===== config.mk =====
export PLATFORM = sky130hd
export DESIGN_NAME = quad_gen
export DESIGN_NICKNAME = d
export VERILOG_FILES = /design/src/rtl/quad_gen.sv
export SDC_FILE = /design/constraint.sdc
export NUM_CORES = 1
export LEC_CHECK = 0
export ABC_AREA = 1
export BUFFER_PORTS_ARGS = -buffer_cell sky130_fd_sc_hd__buf_2
export CAP_MARGIN = 10
export CORE_MARGIN = 2
export CORE_UTILIZATION = 35
export DETAILED_ROUTE_END_ITERATION = 16
export GPL_ROUTABILITY_DRIVEN = 0
export PLACE_DENSITY = 0.57
export REMOVE_ABC_BUFFERS = 1
export SYNTH_ARGS = -nofsm -noshare
export SYNTH_HDL_FRONTEND = slang
export SYNTH_SLANG_ARGS = --single-unit

===== constraint.sdc =====
create_clock -name pxl_clk -period 3.15 [get_ports pxl_clk]
set_clock_uncertainty 0.1 [all_clocks]
set_input_delay 0.4725 -clock pxl_clk [delete_from_list [all_inputs] [get_ports pxl_clk]]
set_output_delay 0.4725 -clock pxl_clk [all_outputs]
set_load 0.02 [all_outputs]

===== src/rtl/quad_gen.sv =====
// Quadrature encoder generator: walks a modular position toward an accepted target,
// emitting Gray-coded A/B phases every STEP_DIV clocks. Optional index pulse via QGEN_INDEX_EN.
module quad_gen #(
  parameter int STEP_DIV = 2500,
  parameter int POS_W    = 6
) (
  input  logic             pxl_clk,
  input  logic             reset,
  input  logic [POS_W-1:0] target,
  input  logic             target_valid,
  output logic             target_ready,
  output logic             done,
  output logic [POS_W-1:0] position,
  output logic             enc_a,
  output logic             enc_b,
  output logic             enc_c
);

  localparam int               DIV_W    = 16;
  localparam logic [DIV_W-1:0] DIV_LAST = DIV_W'(STEP_DIV - 1);
  localparam logic [DIV_W-1:0] DIV_ONE  = DIV_W'(1);
  localparam logic [POS_W-1:0] POS_ONE  = POS_W'(1);

  typedef enum logic {
    IDLE,
    MOVE
  } state_t;

  state_t             state_q, state_d;
  logic [POS_W-1:0]   tgt_q, tgt_d;
  logic [POS_W-1:0]   pos_q, pos_d;
  logic [DIV_W-1:0]   div_q, div_d;
  logic               done_q, done_d;
  logic               a_q, a_d;
  logic               b_q, b_d;
  logic [POS_W-1:0]   delta;

  // NOTE: every variable gets a default at the top of the block so no path leaves it unassigned (no latch).
  always_comb begin
    state_d = state_q;
    tgt_d   = tgt_q;
    pos_d   = pos_q;
    div_d   = div_q;
    done_d  = 1'b0;
    delta   = tgt_q - pos_q;

    case (state_q)
      IDLE: begin
        if (target_valid) begin
          tgt_d = target;
          if (target == pos_q) begin
            done_d = 1'b1;
          end else begin
            state_d = MOVE;
            div_d   = '0;
          end
        end
      end
      MOVE: begin
        if (div_q == DIV_LAST) begin
          div_d = '0;
          // MSB of the modular distance picks the shorter way round; exactly half-way goes down.
          pos_d = delta[POS_W-1] ? (pos_q - POS_ONE) : (pos_q + POS_ONE);
          if (pos_d == tgt_q) begin
            state_d = IDLE;
            done_d  = 1'b1;
          end
        end else begin
          div_d = div_q + DIV_ONE;
        end
      end
      default: state_d = IDLE;
    endcase

    // Phase is a pure function of the low position bits: 0->00, 1->01, 2->11, 3->10.
    a_d = pos_d[1];
    b_d = pos_d[1] ^ pos_d[0];
  end

  // NOTE: sequential state uses non-blocking assignments so all flops update together at the edge.
  always_ff @(posedge pxl_clk) begin
    if (reset) begin
      state_q <= IDLE;
      tgt_q   <= '0;
      pos_q   <= '0;
      div_q   <= '0;
      done_q  <= 1'b0;
      a_q     <= 1'b0;
      b_q     <= 1'b0;
    end else begin
      state_q <= state_d;
      tgt_q   <= tgt_d;
      pos_q   <= pos_d;
      div_q   <= div_d;
      done_q  <= done_d;
      a_q     <= a_d;
      b_q     <= b_d;
    end
  end

  assign target_ready = (state_q == IDLE);
  assign done         = done_q;
  assign position     = pos_q;
  assign enc_a        = a_q;
  assign enc_b        = b_q;

`ifdef QGEN_INDEX_EN
  logic             step;
  logic             c_q, c_d;
  logic [DIV_W-1:0] idx_cnt_q, idx_cnt_d;

  assign step = (state_q == MOVE) && (div_q == DIV_LAST);

  // Index is held for one step period after landing on zero, whether or not the move continues.
  always_comb begin
    c_d       = c_q;
    idx_cnt_d = idx_cnt_q;
    if (step && (pos_d == '0)) begin
      c_d       = 1'b1;
      idx_cnt_d = '0;
    end else if (c_q) begin
      if (idx_cnt_q == DIV_LAST) begin
        c_d       = 1'b0;
        idx_cnt_d = '0;
      end else begin
        idx_cnt_d = idx_cnt_q + DIV_ONE;
      end
    end
  end

  always_ff @(posedge pxl_clk) begin
    if (reset) begin
      c_q       <= 1'b0;
      idx_cnt_q <= '0;
    end else begin
      c_q       <= c_d;
      idx_cnt_q <= idx_cnt_d;
    end
  end

  assign enc_c = c_q;
`else
  assign enc_c = 1'b0;
`endif

endmodule


==> results of run 1 <==
-- metal layers --
layer / track usage / vias up / part of all wire
met4: 0.0508 / 0 / 0.0099
met3: 0.0344 / 5 / 0.022
li1: - / 1053 / -
met5: 0 / - / 0
met2: 0.269 / 26 / 0.46
met1: 0.221 / 904 / 0.51
-- synth_stat cells (2+ instances only) --
library cell,instances
nand3_1,30
ha_1,11
o21ai_1,2
inv_1,45
o21bai_1,2
a21oi_1,34
nor2_2,2
clkbuf_1,2
nor3_1,4
nor2_1,21
o21ai_0,19
nand2_2,3
dfxtp_1,31
nand2_1,71
nand4_1,5
inv_2,6
buf_2,2
buf_4,2
xor2_1,3
-- path summary, 6_finish.rpt --
| kind | startpoint | to |
|---|---|---|
| max | position[4]$_SDFFE_PP0P_ | state_q$_SDFF_PP0_ |
| min | target[4] | tgt_q[4]$_SDFFE_PP0P_ |
| max reg2reg | position[4]$_SDFFE_PP0P_ | state_q$_SDFF_PP0_ |
| min reg2reg | div_q[14]$_SDFFE_PP0P_ | div_q[14]$_SDFFE_PP0P_ |
-- through the flow --
| stage | std cells | utilization | setup TNS, ps | hold WS, ps | worst slack [ps] |
|---|---|---|---|---|---|
| after CTS | 410 | 0.400 | 0 | 354 | 9.90 |
| after floorplan | 306 | - | 0 | 333 | 114 |
| after global routing | 414 | 0.425 | -221 | 355 | -115 |
| after global placement | 402 | 0.386 | 0 | 346 | 11.8 |
| final | 414 | 0.425 | 0 | 357 | 84.0 |
| after detailed placement | 402 | 0.386 | -102 | 356 | -52.5 |
-- critical path: cells and delay by family (launching register included) --
kind                       cells  cell delay, ps
adders and majority gates      2             830
and+or+nand+nor               15            1290
buffers and inverters          4             200
DFF                            1             380
xor gates and xnor gates       1             160
-- cells by family after synthesis --
kind of cell / count (synthesis) / share of synthesized area
and+or+nand+nor: 145 / 0.322
AOI/OAI and AO/OA: 59 / 0.151
buffers and inverters: 59 / 0.115
DFF: 31 / 0.298
adders and majority gates: 12 / 0.0758
xor gates and xnor gates: 6 / 0.0355
other: 1 / 0.00180
-- flip-flops by register name, summed over array words and instances, names as in the netlist --
signal	cells
enc_b	1
tgt_q	6
done	1
position	6
state_q	1
div_q	16
-- report_power, final --
part	switching (uW)	total, uW	internal, uW	leakage (uW)
registers	9.73	409	399	0.000255
logic	105	170	64.6	0.000814
clock network	151	306	155	0.0000422
-- cell type report --
| cell class | instances | area, um2 |
|---|---|---|
| clock buffer | 7 | 76.3 |
| multi-input combinational | 223 | 1320 |
| timing repair buffer | 25 | 143 |
| tap | 75 | 93.8 |
| fill | 646 | 3340 |
| inverter | 52 | 199 |
| sequential | 31 | 632 |
| clock inverter | 1 | 5.00 |
-- timing repair --
item | 4_1_cts | 5_1_grt
pin swaps | 0 | 12
resized for setup | 3 | 28
setup buffers | 0 | 4
gates cloned | 0 | 0
endpoints found under the setup margin | 2 | 3
==> flow_summary.yaml, run 1 <==
outcome:
  outcome: "complete, no violations"
clocking:
  cts_buffers: 5
  path_clk_slew_ps: 70
  clock_latency_ps: 280
  cts_tree: "yes"
  h-tree-depth: 2
  clock_sinks: 31
  clock-root-buffer: "clkbuf_8"
  cts_hold_buf: 0
  clock_path_buffers: 2
logic_synthesis:
  synth_edf_count: 0
  yosys_warnings: 0
  ys_ff_latch: 31
  syn_inst: 313
  synth_top_flop_cell: "dfxtp_1"
  synth_area_um2: 2080
  yosysSeqAreaShare: 0.298
  synth_area_leader_cell: "dfxtp_1"
  synth_top_area_frac: 0.298
  async_flop_share: 0
  synth.area.top_cells: "dfxtp_1 (30%), nand2_1 (13%), a21oi_1 (8.2%), inv_1 (8.1%), nand3_1 (7.2%)"
  synth_cell_types: 37
  synth.avg_cell_area_um2: 6.65
worst_hold_path:
  min_path_type: "in2reg"
  hold_depth: 3
drt:
  totalWireLength_um: 5130
  drtIter0Drc: 100
  drtPass1Iterations: 4
  via_per_inst: 4.80
  ant_nets: 0
  via_count: 1988
  drc: 0
  post_drt_wl_per_cell_um: 12.4
flow_run:
  maxCapViolations: 0
die:
  die-width_um: 81.1
  start_util: 0.358
  die_y_um: 81.1
  row_count: 28
  coreArea_um2: 5820
  die_area_um2: 6580
  io-pin-count: 20
power:
  powerDensity_nw_per_um2: 358
  p_leak_uw: 0.00111
  peakVddDrop_mv: 0.258
  total_power_uw: 884
global_route:
  grt_antenna_before_repair: 0
  grtUsageTotal: 0.166
  grt_max_degree: 19
  grt_pass1_vias: 1821
  grt_pass1_wl_um: 8380
  grt-ovfl-total: 0
timing:
  final.period_utilization: 0.973
  setup_viol: 0
  slew_viol_final: 0
  rsz0062_at_grt: "true"
  min_period_ps: 3070
  hold_viol: 0
  timing.fmax_mhz: 326
finish:
  final_common_cell: "nand2_1"
  area_growth_pct: 18.8
  diodes: 0
  drive_above_1_share: 0.221
  final_area_um2: 2470
  nets: 359
  layout_common_cells: "nand2_1 (66), inv_1 (40), a21oi_1 (33)"
critical_path:
  crit_fanout: 4
  critical_path.cell_chain: "inv_4 -> ha_4 -> nand2_2 -> nor2_1 -> nand3_1 -> nand3_2 -> inv_2 -> nand2_4 -> nand2_4 -> xor2_4 -> fa_1 -> inv_1 -> nand2_1 -> nand2_1 -> nor2_1 -> nand3_1 -> nor2_2 -> nand3_2 -> nor2_2 -> nand3_2 -> nand2_1 -> inv_1"
  critical_path_class: "reg2reg"
  cp-start-kind: "flip-flop"
  critPathArrivalTime_ps: 3150
  end_kind: "flip-flop"
  required_ps: 3230
  rr_worst_depth: 22
  slowest_stage: "fa_1"
  max_stage_delay_ps: 570
  r2r_setup_slack_ps: 80
placement:
  port_buffers: 18
  hpwl_um: 3780
  placed_area_um2: 2240
(Power assumes the default switching activity.)
==> run 2, diff against run 1 <==
ABC_AREA = 0   (was 1)
==> flow_summary.yaml, run 2 <==
timing:
  slew_viol_final: 0
  setup_viol: 0
  worstMarginPinSlew_ps: 851
  min_period_ps: 3050
  slew_headroom: 0.432
  timing.fmax_mhz: 328
  final.period_utilization: 0.967
  rsz0062_at_grt: "true"
  hold_viol: 0
  setup_slack_ps: 104
critical_path:
  critical_path_class: "reg2reg"
  required_ps: 3230
  crit_fanout: 6
  r2r-start: "tgt_q[1]$_SDFFE_PP0P_"
  r2r_end: "state_q$_SDFF_PP0_"
  critPathTopFamily: "compound AO/OA/AOI/OAI gates"
  slowest_stage: "fa_2"
  critical_path.cell_chain: "ha_4 -> nor2b_4 -> o2111a_2 -> nor3_4 -> xnor2_4 -> inv_2 -> fa_2 -> xor2_2 -> xnor2_1 -> nor3_1 -> o211ai_1 -> o211a_1"
  rr_worst_depth: 12
  r2r_setup_slack_ps: 100
  critPathArrivalTime_ps: 3130
  cp-start-kind: "flip-flop"
  end_kind: "flip-flop"
  max_stage_delay_ps: 390
  crit_buf_inv: 1
  crit_cells: 12
drt:
  totalWireLength_um: 5010
  ant_nets: 0
  top_layer: "met4"
  via_per_inst: 5.38
  drc: 0
  drtIter0Drc: 115
  post_drt_wl_per_cell_um: 14.8
  m1WireLength_um: 2410
  via_count: 1820
  drtPass1Iterations: 4
  wl_met3_um: 199
  route.met2.wl_um: 2340
logic_synthesis:
  synth_area_leader_cell: "dfxtp_1"
  synth_top_flop_cell: "dfxtp_1"
  syn_inst: 238
  async_flop_share: 0
  ys_ff_latch: 31
  synth_top_area_frac: 0.309
  synth.area.top_cells: "dfxtp_1 (31%), ha_1 (6.9%), xnor2_1 (5.2%), nand3_1 (5.0%), nor2_1 (4.3%)"
  yosysSeqAreaShare: 0.309
  synth_area_um2: 2010
  synth.avg_cell_area_um2: 8.43
  synth_cell_types: 52
  yosys_warnings: 0
  yosysMostFrequentCell: "dfxtp_1"
  ys_top_cells_by_count: "dfxtp_1 (31), nor2_1 (23), nand3_1 (20), nand2_1 (15), a21oi_1 (14)"
  synth_edf_count: 0
placement:
  dp_cells: 329
  dp_slack_ps: -46.2
  port_buffers: 18
  hpwl_um: 3580
  placed_area_um2: 2210
die:
  die_y_um: 79.7
  start_util: 0.364
  die_area_um2: 6360
  io-pin-count: 20
  coreArea_um2: 5510
  die-width_um: 79.7
  row_count: 27
global_route:
  grt_pass1_vias: 1761
  grt-ovfl-total: 0
  grt_pass1_wl_um: 8470
  grt_max_degree: 30
  grt_antenna_before_repair: 0
  grtUsageTotal: 0.171
finish:
  final_common_cell: "dfxtp_1"
  diodes: 0
  regMostFlops: "div_q"
  final_area_um2: 2430
  area_growth_pct: 20.9
  fin_util: 0.441
  largest_register_ffs: 16
  instances_no_fill: 338
  layout_common_cells: "dfxtp_1 (29), nor2_1 (23), nand3_1 (20)"
  drive_above_1_share: 0.229
  fill_cells: 537
  nets: 286
power:
  peakVddDrop_mv: 0.228
  total_power_uw: 1020
  p_leak_uw: 0.000931
  powerDensity_nw_per_um2: 421
worst_hold_path:
  min_to: "tgt_q[0]$_SDFFE_PP0P_"
  min_path_type: "in2reg"
  hold_depth: 3
  worstHoldStart: "target[0]"
clocking:
  cts_buffers: 5
  clock-root-buffer: "clkbuf_8"
  h-tree-depth: 2
  path_clk_slew_ps: 70
  clock_path_buffers: 2
  clock_latency_ps: 280
  cts_hold_buf: 0
  clock_sinks: 31
  cts_tree: "yes"
flow_run:
  maxCapViolations: 0
outcome:
  outcome: "complete, no violations"
-- run 2: repair_timing --
| item | in CTS | in global routing |
|---|---|---|
| pin swaps | 0 | 11 |
| buffers inserted | 0 | 1 |
| gates resized for setup | 2 | 17 |
| setup endpoints to repair | 1 | 2 |
-- run 2: cell families after synthesis --
family / share of synthesized area
AOI/OAI and AO/OA: 0.166
xor gates and xnor gates: 0.0948
adders and majority gates: 0.0786
buffers and inverters: 0.0636
DFF: 0.309
muxes: 0.0330
other: 0.00187
and+or+nand+nor: 0.252
-- run 2: worst register-to-register path: stages, from the launching register on --
cell,delay [ps]
dfxtp_4,360
ha_4,230
nor2b_4,120
o2111a_2,300
nor3_4,290
xnor2_4,200
inv_2,70
fa_2,390
xor2_2,200
xnor2_1,120
nor3_1,180
o211ai_1,150
o211a_1,230
-- run 2: final cells by class --
cell class / count / area (um2) / area share
clock buffer: 6 / 82.6 / 0.0340
clock inverter: 2 / 35.0 / 0.0144
inverter: 13 / 48.8 / 0.0201
multi-input combinational: 181 / 1340 / 0.553
sequential: 31 / 626 / 0.258
tap: 72 / 90.1 / 0.0371
timing repair buffer: 33 / 203 / 0.0835
-- run 2: worst max-delay path by stage --
stage / from / to / slack [ps]
6_report: tgt_q[1]$_SDFFE_PP0P_ / state_q$_SDFF_PP0_ / 100
5_1_grt: position[1]$_SDFF_PP0_ / state_q$_SDFF_PP0_ / -100
4_1_cts: position[1]$_SDFF_PP0_ / state_q$_SDFF_PP0_ / 20
2_1_floorplan: position[1]$_SDFF_PP0_ / state_q$_SDFF_PP0_ / -260
3_3_place_gp: position[3]$_SDFFE_PP0P_ / state_q$_SDFF_PP0_ / 50
3_5_place_dp: position[1]$_SDFF_PP0_ / state_q$_SDFF_PP0_ / -50
-- run 2: power breakdown --
| group | internal [uW] | total, uW | switching [uW] |
|---|---|---|---|
| Clock | 256 | 415 | 159 |
| Combinational | 97.5 | 200 | 103 |
| Sequential | 398 | 407 | 8.24 |
-- run 2: routing by layer --
layer / up-vias / track usage
met5: - / 0
li1: 922 / -
met2: 37 / 0.263
met3: 7 / 0.0339
met1: 854 / 0.237
met4: 0 / 0.0638
-- run 2: per-stage QoR --
stage | setup TNS [ps] | hold slack (ps)
finish | 0 | 338
floorplan | -386 | 380
global placement | 0 | 416
CTS | 0 | 334
global route | -122 | 346
detailed placement | -46.2 | 421
